<file path="src/rtl/distinct_ctrl_pkg.sv">
// Shared key/response/output beat types for the distinct-aggregation datapath.
// Latency: none (types and constants only).
// Backpressure: none here; carriers use valid/ready on metaIntf.
package aggTypes;

  localparam int AGG_KEY_BITS = 16;

  typedef logic [AGG_KEY_BITS-1:0] agg_key_t;

  // Key stream beat and lookup request
  typedef struct packed {
    agg_key_t key;
    logic     last;
  } key_t;

  // Lookup response from the distinct hash table
  typedef struct packed {
    agg_key_t key;
    logic     hit;
    logic     last;
  } rsp_t;

  // Distinct output beat; vld=0 marks an empty batch terminator
  typedef struct packed {
    agg_key_t key;
    logic     vld;
    logic     last;
  } out_t;

endpackage

</file>
<file path="src/rtl/distinct_ctrl_if.sv">
// Generic valid/ready metadata channel carrying one packed beat.
// Latency: none (wires only).
// Backpressure: beat transfers when valid and ready are both high.
interface metaIntf #(
  parameter int W = 1
);
  logic         valid;
  logic         ready;
  logic [W-1:0] data;

  modport m (output valid, output data, input ready);
  modport s (input valid, input data, output ready);
endinterface

</file>
<file path="src/rtl/distinct_ctrl_key_fifo.sv">
// Holds keys of outstanding lookups so responses are judged against the issued key.
// Latency: head visible the cycle after push when empty.
// Backpressure: none; the caller's credit counter guarantees it never overflows.
module distinct_key_fifo #(
  parameter int W     = 16,
  parameter int DEPTH = 4
) (
  input  logic         aclk,
  input  logic         aresetn,
  input  logic         push_i,
  input  logic [W-1:0] push_dat_i,
  input  logic         pop_i,
  output logic [W-1:0] head_dat_o
);
  localparam int AW = (DEPTH > 1) ? $clog2(DEPTH) : 1;

  logic [W-1:0]  mem_q [DEPTH];
  logic [AW-1:0] wr_ptr_q, wr_ptr_d;
  logic [AW-1:0] rd_ptr_q, rd_ptr_d;

  assign wr_ptr_d   = push_i ? wr_ptr_q + AW'(1) : wr_ptr_q;
  assign rd_ptr_d   = pop_i  ? rd_ptr_q + AW'(1) : rd_ptr_q;
  assign head_dat_o = mem_q[rd_ptr_q];

  // Pointer registers; depth is a power of two so they wrap naturally
  always_ff @(posedge aclk or negedge aresetn) begin
    if (!aresetn) begin
      wr_ptr_q <= '0;
      rd_ptr_q <= '0;
    end else begin
      wr_ptr_q <= wr_ptr_d;
      rd_ptr_q <= rd_ptr_d;
    end
  end

  // Storage needs no reset: empty pointers make stale contents unreachable
  always_ff @(posedge aclk) begin
    if (push_i) mem_q[wr_ptr_q] <= push_dat_i;
  end
endmodule

</file>
<file path="src/rtl/distinct_ctrl.sv">
// Filters a key batch down to first occurrences using table lookups plus a recent-miss window.
// Latency: s_key fire to m_out valid = 1 + table latency + 1 cycles when unstalled.
// Backpressure: credit-limited to N_OUT outstanding lookups; m_out stall holds the response.
module distinct_ctrl
  import aggTypes::*;
#(
  parameter int N_OUT    = 4,
  parameter int MISS_WIN = 4
) (
  input  logic aclk,
  input  logic aresetn,
  metaIntf.s   s_key,
  metaIntf.m   m_lup_req,
  metaIntf.s   s_lup_rsp,
  metaIntf.m   m_upd_req,
  metaIntf.m   m_out
);
  localparam int CNT_W = $clog2(N_OUT + 1);

  typedef enum logic {RUN, DRAIN} state_e;

  state_e           state_q, state_d;
  logic             req_vld_q;
  key_t             req_dat_q;
  logic [CNT_W-1:0] cnt_q, cnt_d;
  agg_key_t         win_key_q [MISS_WIN];
  logic [MISS_WIN-1:0] win_vld_q;
  logic             out_vld_q;
  out_t             out_dat_q;

  key_t             key_in;
  rsp_t             rsp_in;
  agg_key_t         head_key;
  logic [CNT_W:0]   inflight;
  logic             key_rdy, key_fire, lup_fire, rsp_fire;
  logic             slice_free, credit_ok, win_hit, dup, emit;
  out_t             out_beat;
  logic             unused_ok;

  assign key_in = s_key.data;
  assign rsp_in = s_lup_rsp.data;

  // The response key is informational only: in-order responses make the FIFO head authoritative
  assign unused_ok = ^{rsp_in.key, m_upd_req.ready};

  // Request slice plus credit: the slice occupant already holds a credit
  assign slice_free = ~req_vld_q | m_lup_req.ready;
  assign inflight   = {1'b0, cnt_q} + {{CNT_W{1'b0}}, req_vld_q};
  assign credit_ok  = inflight < (CNT_W+1)'(N_OUT);
  assign key_fire   = s_key.valid & key_rdy;
  assign lup_fire   = req_vld_q & m_lup_req.ready;
  assign rsp_fire   = s_lup_rsp.valid & s_lup_rsp.ready;

  assign s_key.ready     = key_rdy;
  assign m_lup_req.valid = req_vld_q;
  assign m_lup_req.data  = req_dat_q;

  // Response classification; only beats that produce output wait on m_out
  assign dup             = rsp_in.hit | win_hit;
  assign emit            = ~dup | rsp_in.last;
  assign s_lup_rsp.ready = emit ? m_out.ready : 1'b1;
  assign m_upd_req.valid = rsp_fire & ~dup;
  assign m_upd_req.data  = head_key;
  assign m_out.valid     = out_vld_q;
  assign m_out.data      = out_dat_q;

  distinct_key_fifo #(
    .W     (AGG_KEY_BITS),
    .DEPTH (N_OUT)
  ) u_key_fifo (
    .aclk       (aclk),
    .aresetn    (aresetn),
    .push_i     (lup_fire),
    .push_dat_i (req_dat_q.key),
    .pop_i      (rsp_fire),
    .head_dat_o (head_key)
  );

  // Parallel compare of the head key against every live window entry
  always_comb begin
    win_hit = 1'b0;
    for (int i = 0; i < MISS_WIN; i++) begin
      win_hit = win_hit | (win_vld_q[i] & (win_key_q[i] == head_key));
    end
  end

  // Output beat: the head key on a miss, an empty terminator on a final duplicate
  always_comb begin
    out_beat = '0;
    if (dup) begin
      out_beat.last = 1'b1;
    end else begin
      out_beat.key  = head_key;
      out_beat.vld  = 1'b1;
      out_beat.last = rsp_in.last;
    end
  end

  // Outstanding count moves only when exactly one of request/response fires
  always_comb begin
    cnt_d = cnt_q;
    if (lup_fire && !rsp_fire)      cnt_d = cnt_q + CNT_W'(1);
    else if (!lup_fire && rsp_fire) cnt_d = cnt_q - CNT_W'(1);
  end

  // Next state and accept enable: a final key in the slice blocks the next batch
  always_comb begin
    state_d = state_q;
    key_rdy = 1'b0;
    case (state_q)
      RUN: begin
        key_rdy = slice_free & credit_ok & ~(req_vld_q & req_dat_q.last);
        if (lup_fire && req_dat_q.last) state_d = DRAIN;
      end
      DRAIN: begin
        if (rsp_fire && rsp_in.last) state_d = RUN;
      end
      default: state_d = RUN;
    endcase
  end

  // State, counter and request slice registers
  always_ff @(posedge aclk or negedge aresetn) begin
    if (!aresetn) begin
      state_q   <= RUN;
      cnt_q     <= '0;
      req_vld_q <= 1'b0;
      req_dat_q <= '0;
    end else begin
      state_q <= state_d;
      cnt_q   <= cnt_d;
      if (key_fire) begin
        req_vld_q <= 1'b1;
        req_dat_q <= key_in;
      end else if (lup_fire) begin
        req_vld_q <= 1'b0;
      end
    end
  end

  // Miss window: shift in each new miss, flush when the batch ends
  always_ff @(posedge aclk or negedge aresetn) begin
    if (!aresetn) begin
      win_vld_q <= '0;
      for (int i = 0; i < MISS_WIN; i++) win_key_q[i] <= '0;
    end else if (rsp_fire && rsp_in.last) begin
      win_vld_q <= '0;
    end else if (rsp_fire && !dup) begin
      for (int i = MISS_WIN-1; i > 0; i--) begin
        win_key_q[i] <= win_key_q[i-1];
        win_vld_q[i] <= win_vld_q[i-1];
      end
      win_key_q[0] <= head_key;
      win_vld_q[0] <= 1'b1;
    end
  end

  // Output register: load on an emitting response, drop valid once consumed
  always_ff @(posedge aclk or negedge aresetn) begin
    if (!aresetn) begin
      out_vld_q <= 1'b0;
      out_dat_q <= '0;
    end else if (rsp_fire && emit) begin
      out_vld_q <= 1'b1;
      out_dat_q <= out_beat;
    end else if (m_out.ready) begin
      out_vld_q <= 1'b0;
    end
  end
endmodule

</file>
<file path="src/flat_wrapper.sv">
// flat-port wrapper written by rule: the top's interface ports become plain ports
module distinct_ctrl_flat import aggTypes::*;
#(
  parameter int N_OUT    = 4,
  parameter int MISS_WIN = 4
)
  (aclk, aresetn, s_key_valid, s_key_data, s_key_ready, m_lup_req_valid, m_lup_req_data, m_lup_req_ready, s_lup_rsp_valid, s_lup_rsp_data, s_lup_rsp_ready, m_upd_req_valid, m_upd_req_data, m_upd_req_ready, m_out_valid, m_out_data, m_out_ready);
  metaIntf #(.W($bits(key_t))) s_key_i ();
  metaIntf #(.W($bits(key_t))) m_lup_req_i ();
  metaIntf #(.W($bits(rsp_t))) s_lup_rsp_i ();
  metaIntf #(.W(AGG_KEY_BITS)) m_upd_req_i ();
  metaIntf #(.W(($bits(out_t)))) m_out_i ();
  input  logic aclk;
  input  logic aresetn;
  input wire logic [$bits(s_key_i.valid)-1:0] s_key_valid;
  input wire logic [$bits(s_key_i.data)-1:0] s_key_data;
  output wire logic [$bits(s_key_i.ready)-1:0] s_key_ready;
  output wire logic [$bits(m_lup_req_i.valid)-1:0] m_lup_req_valid;
  output wire logic [$bits(m_lup_req_i.data)-1:0] m_lup_req_data;
  input wire logic [$bits(m_lup_req_i.ready)-1:0] m_lup_req_ready;
  input wire logic [$bits(s_lup_rsp_i.valid)-1:0] s_lup_rsp_valid;
  input wire logic [$bits(s_lup_rsp_i.data)-1:0] s_lup_rsp_data;
  output wire logic [$bits(s_lup_rsp_i.ready)-1:0] s_lup_rsp_ready;
  output wire logic [$bits(m_upd_req_i.valid)-1:0] m_upd_req_valid;
  output wire logic [$bits(m_upd_req_i.data)-1:0] m_upd_req_data;
  input wire logic [$bits(m_upd_req_i.ready)-1:0] m_upd_req_ready;
  output wire logic [$bits(m_out_i.valid)-1:0] m_out_valid;
  output wire logic [$bits(m_out_i.data)-1:0] m_out_data;
  input wire logic [$bits(m_out_i.ready)-1:0] m_out_ready;
  assign s_key_i.valid = s_key_valid;
  assign s_key_i.data = s_key_data;
  assign s_key_ready = s_key_i.ready;
  assign m_lup_req_valid = m_lup_req_i.valid;
  assign m_lup_req_data = m_lup_req_i.data;
  assign m_lup_req_i.ready = m_lup_req_ready;
  assign s_lup_rsp_i.valid = s_lup_rsp_valid;
  assign s_lup_rsp_i.data = s_lup_rsp_data;
  assign s_lup_rsp_ready = s_lup_rsp_i.ready;
  assign m_upd_req_valid = m_upd_req_i.valid;
  assign m_upd_req_data = m_upd_req_i.data;
  assign m_upd_req_i.ready = m_upd_req_ready;
  assign m_out_valid = m_out_i.valid;
  assign m_out_data = m_out_i.data;
  assign m_out_i.ready = m_out_ready;
  distinct_ctrl #(.N_OUT(N_OUT), .MISS_WIN(MISS_WIN)) u_core (.aclk(aclk), .aresetn(aresetn), .s_key(s_key_i), .m_lup_req(m_lup_req_i), .s_lup_rsp(s_lup_rsp_i), .m_upd_req(m_upd_req_i), .m_out(m_out_i));
endmodule
</file>
<file path="config.mk">
export PLATFORM = sky130hd
export DESIGN_NAME = distinct_ctrl_flat
export DESIGN_NICKNAME = d
export VERILOG_FILES = /design/src/rtl/distinct_ctrl_pkg.sv /design/src/rtl/distinct_ctrl_if.sv /design/src/rtl/distinct_ctrl_key_fifo.sv /design/src/rtl/distinct_ctrl.sv /design/src/flat_wrapper.sv
export SDC_FILE = /design/constraint.sdc
export NUM_CORES = 1
export LEC_CHECK = 0
export CORE_AREA = 2 2 181 183
export CTS_BUF_LIST = sky130_fd_sc_hd__clkbuf_16
export DETAILED_ROUTE_END_ITERATION = 12
export DIE_AREA = 0 0 183 185
export GPL_TIMING_DRIVEN = 0
export SYNTH_ARGS = -nofsm -noshare
export SYNTH_HDL_FRONTEND = slang
export SYNTH_SLANG_ARGS = --single-unit
</file>
<file path="constraint.sdc">
create_clock -name aclk -period 10.5 [get_ports aclk]
set_clock_uncertainty 0.2 [all_clocks]
set_input_delay 2.1 -clock aclk [delete_from_list [all_inputs] [get_ports aclk]]
set_output_delay 2.1 -clock aclk [all_outputs]
set_load 0.02 [all_outputs]
</file>
==> results_dict.tcl <==
set metrics [dict create \
    status "finished clean" \
    h-tree-depth 4 \
    cts_tree "done" \
    first_pass_iters 4 \
    reg2reg_to "u_core.cnt_q[2]" \
    path_max_fanout 10 \
    synth_mux_area_frac 0.179 \
    swShare 0.370 \
    grt_max_degree 79 \
    required_ns 8.20 \
    multi_input_area_um2 2780 \
    comb_power_share 0.395 \
    maxSlewViolCount 0 \
    final_common_cell "dfrtp_1" \
    dr.first_iter.drc_count 167 \
    n_antenna_cell 0 \
    grt_busiest_layer "met2" \
    crit_arrival_ns 4.39 \
    cts_buffer_depth 2 \
    wire_per_inst_um 17.5 \
    cts_setup_buffers 0 \
    portBuffers 80 \
    routed_wirelength_mm 18.5 \
    synthXorXnorAreaFrac 0.0791 \
    final.min_clock_period_ns 6.69 \
    synthToLayoutAreaGrowth_pct 24.5 \
    use_met1 0.160 \
    synth_top_family_by_area "multiplexers" \
    cts_hold_buffers 0 \
    grt_pass1_wl_mm 29.2 \
    clock-root-buffer "clkbuf_16" \
    tns_ns 0 \
    setup_ws_ns 3.81 \
    cts_buffers 17 \
    fin_nets 687 \
    drive_above_1_share 0.158 \
    first_global_vias 4807 \
    relSlewSlack 0.402 \
    maxCapViolCount 0 \
    cts_resized 0 \
    fmax_mhz 149 \
    antenna_found_initial 0 \
    synthAdderAreaFrac 0.0105 \
    start_util 0.245 \
    switching_power_w 0.00111 \
    postSynth.asyncResetShare 0.638 \
    synth.distinct_cells 46 \
    gp_congestion 0.820 \
    synth_seq_cells 177 \
    synth-compound-area-share 0.0342 \
    rsz0062_at_grt "no" \
    synthFlopType "dfrtp_1" \
    fillCellCount 3202 \
    dr_total_vias 4575 \
    p_seq_frac 0.392 \
    ios 98 \
    row_count 66 \
    use_met2 0.180 \
    cts.reportedPaths.clkPinSlew_ns 0.07 \
    end_kind "output pin" \
    yosysTopAreaCell "dfrtp_1" \
    syn_inst 539 \
    p_leak_nw 3.82 \
    drc 0 \
    vdd_ir_drop_max_v 0.000152 \
    cts_sinks 177 \
    setup_viol 0 \
    period_share 0.637 \
    avgViaCountPerCell 4.32 \
    start_kind "input port" \
    worstMarginPinSlew_ns 0.897 \
    crit_end "m_upd_req_valid" \
    p_int_w 0.00189 \
    synth.area.top_cells "dfrtp_1, edfxtp_1, mux2_1, xnor2_1, mux4_2" \
    hold_viol 0 \
    synth_edf_count 64 \
    postRouteAntennaNets 0 \
    final_cell_mix "dfrtp_1, clkdlybuf4s50_1, edfxtp_1, mux2_1, xnor2_1" \
    ff_latch_area_um2 4750 \
    yosys.area_share.simple 0.0506 \
    hold_path.class "flip-flop to flip-flop" \
    dieArea_um2 33900 \
    crit_start "s_lup_rsp_data[1]" \
    p_per_area_nw_per_um2 306 \
    syn_avg_cell_area_um2 14.6 \
    seq_area_frac_synth 0.604 \
    grt_util_all_layers 0.115 \
    syn_nets 587 \
    die_w_um 183 \
    reg2reg_from "u_core.u_key_fifo.rd_ptr_q[0]" \
    syn_area_um2 7860 \
    dp_hpwl_mm 13.5 \
    clk_latency_ns 0.43 \
    pre_cts_ws_ns 3.86 \
    critPathKind "input port to output pin" \
    grt.met3_usage 0.0244 \
    r2r_slack_ns 6.17 \
    overflow 0 \
    rr_worst_depth 15 \
    ys_warn_count 0 \
    die_h_um 185 \
    clkPwrFrac 0.213 \
    core_region_area_um2 32000 \
    synth.top_cell.area_share 0.360 \
]
[flip-flops by register name, indices dropped and copies added, names as in the netlist]
register and cells:
u_core.state_q 1, u_core.u_key_fifo.rd_ptr_q 2, u_core.u_key_fifo.mem_q 64, u_core.cnt_q 3
u_core.m_out.valid 1, u_core.m_lup_req.data 17, u_core.win_key_q 64, u_core.win_vld_q 4
u_core.m_lup_req.valid 1, u_core.m_out.data 18, u_core.u_key_fifo.wr_ptr_q 2
[layer usage]
| metal | vias up | part of all wire |
|---|---|---|
| met1 | 2331 | 0.49 |
| met4 | 0 | 0.014 |
| li1 | 2128 | - |
| met2 | 100 | 0.46 |
| met3 | 16 | 0.038 |
| met5 | - | 0 |
[metrics by stage]
stage / power (W) / area, µm² / instances / utilization / hold slack [ns]
floorplan: 0.00191 / 7860 / 539 / - / 0.243
CTS: 0.00304 / 9790 / 1060 / 0.306 / 0.296
global placement: 0.00238 / 9180 / 1027 / 0.286 / 0.266
global route: 0.00319 / 9790 / 1060 / 0.306 / 0.317
finish: 0.00300 / 9790 / 1060 / 0.306 / 0.289
detailed placement: 0.00240 / 9200 / 1028 / 0.287 / 0.281
[critical path, cell delays in order]
cell,delay (ns)
clkdlybuf4s50_1,0.49
a41oi_1,0.29
and4_4,0.27
buf_6,0.13
clkbuf_1,0.41
clkdlybuf4s50_1,0.70
[kinds of logic after synthesis]
family          count (synthesis)
flops                         177
mux                           110
simple gates                   85
xor+xnor                       71
buf+inv                        48
compound gates                 42
fa+ha+maj                       6
[power groups by stage]
stage,clock network (W),logic [W],registers (W)
floorplan,0,0.000713,0.00120
global placement,0,0.00120,0.00118
detailed placement,0,0.00121,0.00119
CTS,0.000652,0.00122,0.00118
global route,0.000681,0.00130,0.00121
finish,0.000639,0.00119,0.00118
[cell usage after synthesis (5+ instances only)]
cell type,number
o21ai_0,24
inv_1,12
ha_1,5
mux2_1,60
buf_12,7
xnor2_1,50
nor2_1,5
mux2i_1,12
nand4_1,11
xor2_1,21
nand2_1,45
edfxtp_1,64
mux2_2,22
nand3_1,9
mux4_2,16
clkbuf_1,9
dfrtp_1,113
buf_2,15
[worst min-delay path by stage]
stage	startpoint	to	slack (ns)	cells past startpoint
after floorplan	u_core.cnt_q[2]	u_core.cnt_q[2]	0.24	1
after global placement	u_core.cnt_q[2]	u_core.cnt_q[2]	0.27	1
after detailed placement	u_core.m_out.data[1]	u_core.m_out.data[1]	0.28	1
after CTS	u_core.m_out.data[1]	u_core.m_out.data[1]	0.30	1
after global routing	u_core.cnt_q[2]	u_core.cnt_q[2]	0.32	1
final	u_core.m_out.data[1]	u_core.m_out.data[1]	0.29	1
[area by class of cell]
| cell class | count | share of cell area |
|---|---|---|
| Clock inverter | 15 | 0.0166 |
| Tap cell | 408 | 0.0521 |
| Clock buffer | 17 | 0.0434 |
| Timing Repair Buffer | 81 | 0.0847 |
| Multi-Input combinational cell | 314 | 0.283 |
| Inverter | 12 | 0.00460 |
| Sequential cell | 177 | 0.485 |
| Buffer | 36 | 0.0300 |
Power figures use the tool's default switching activity.
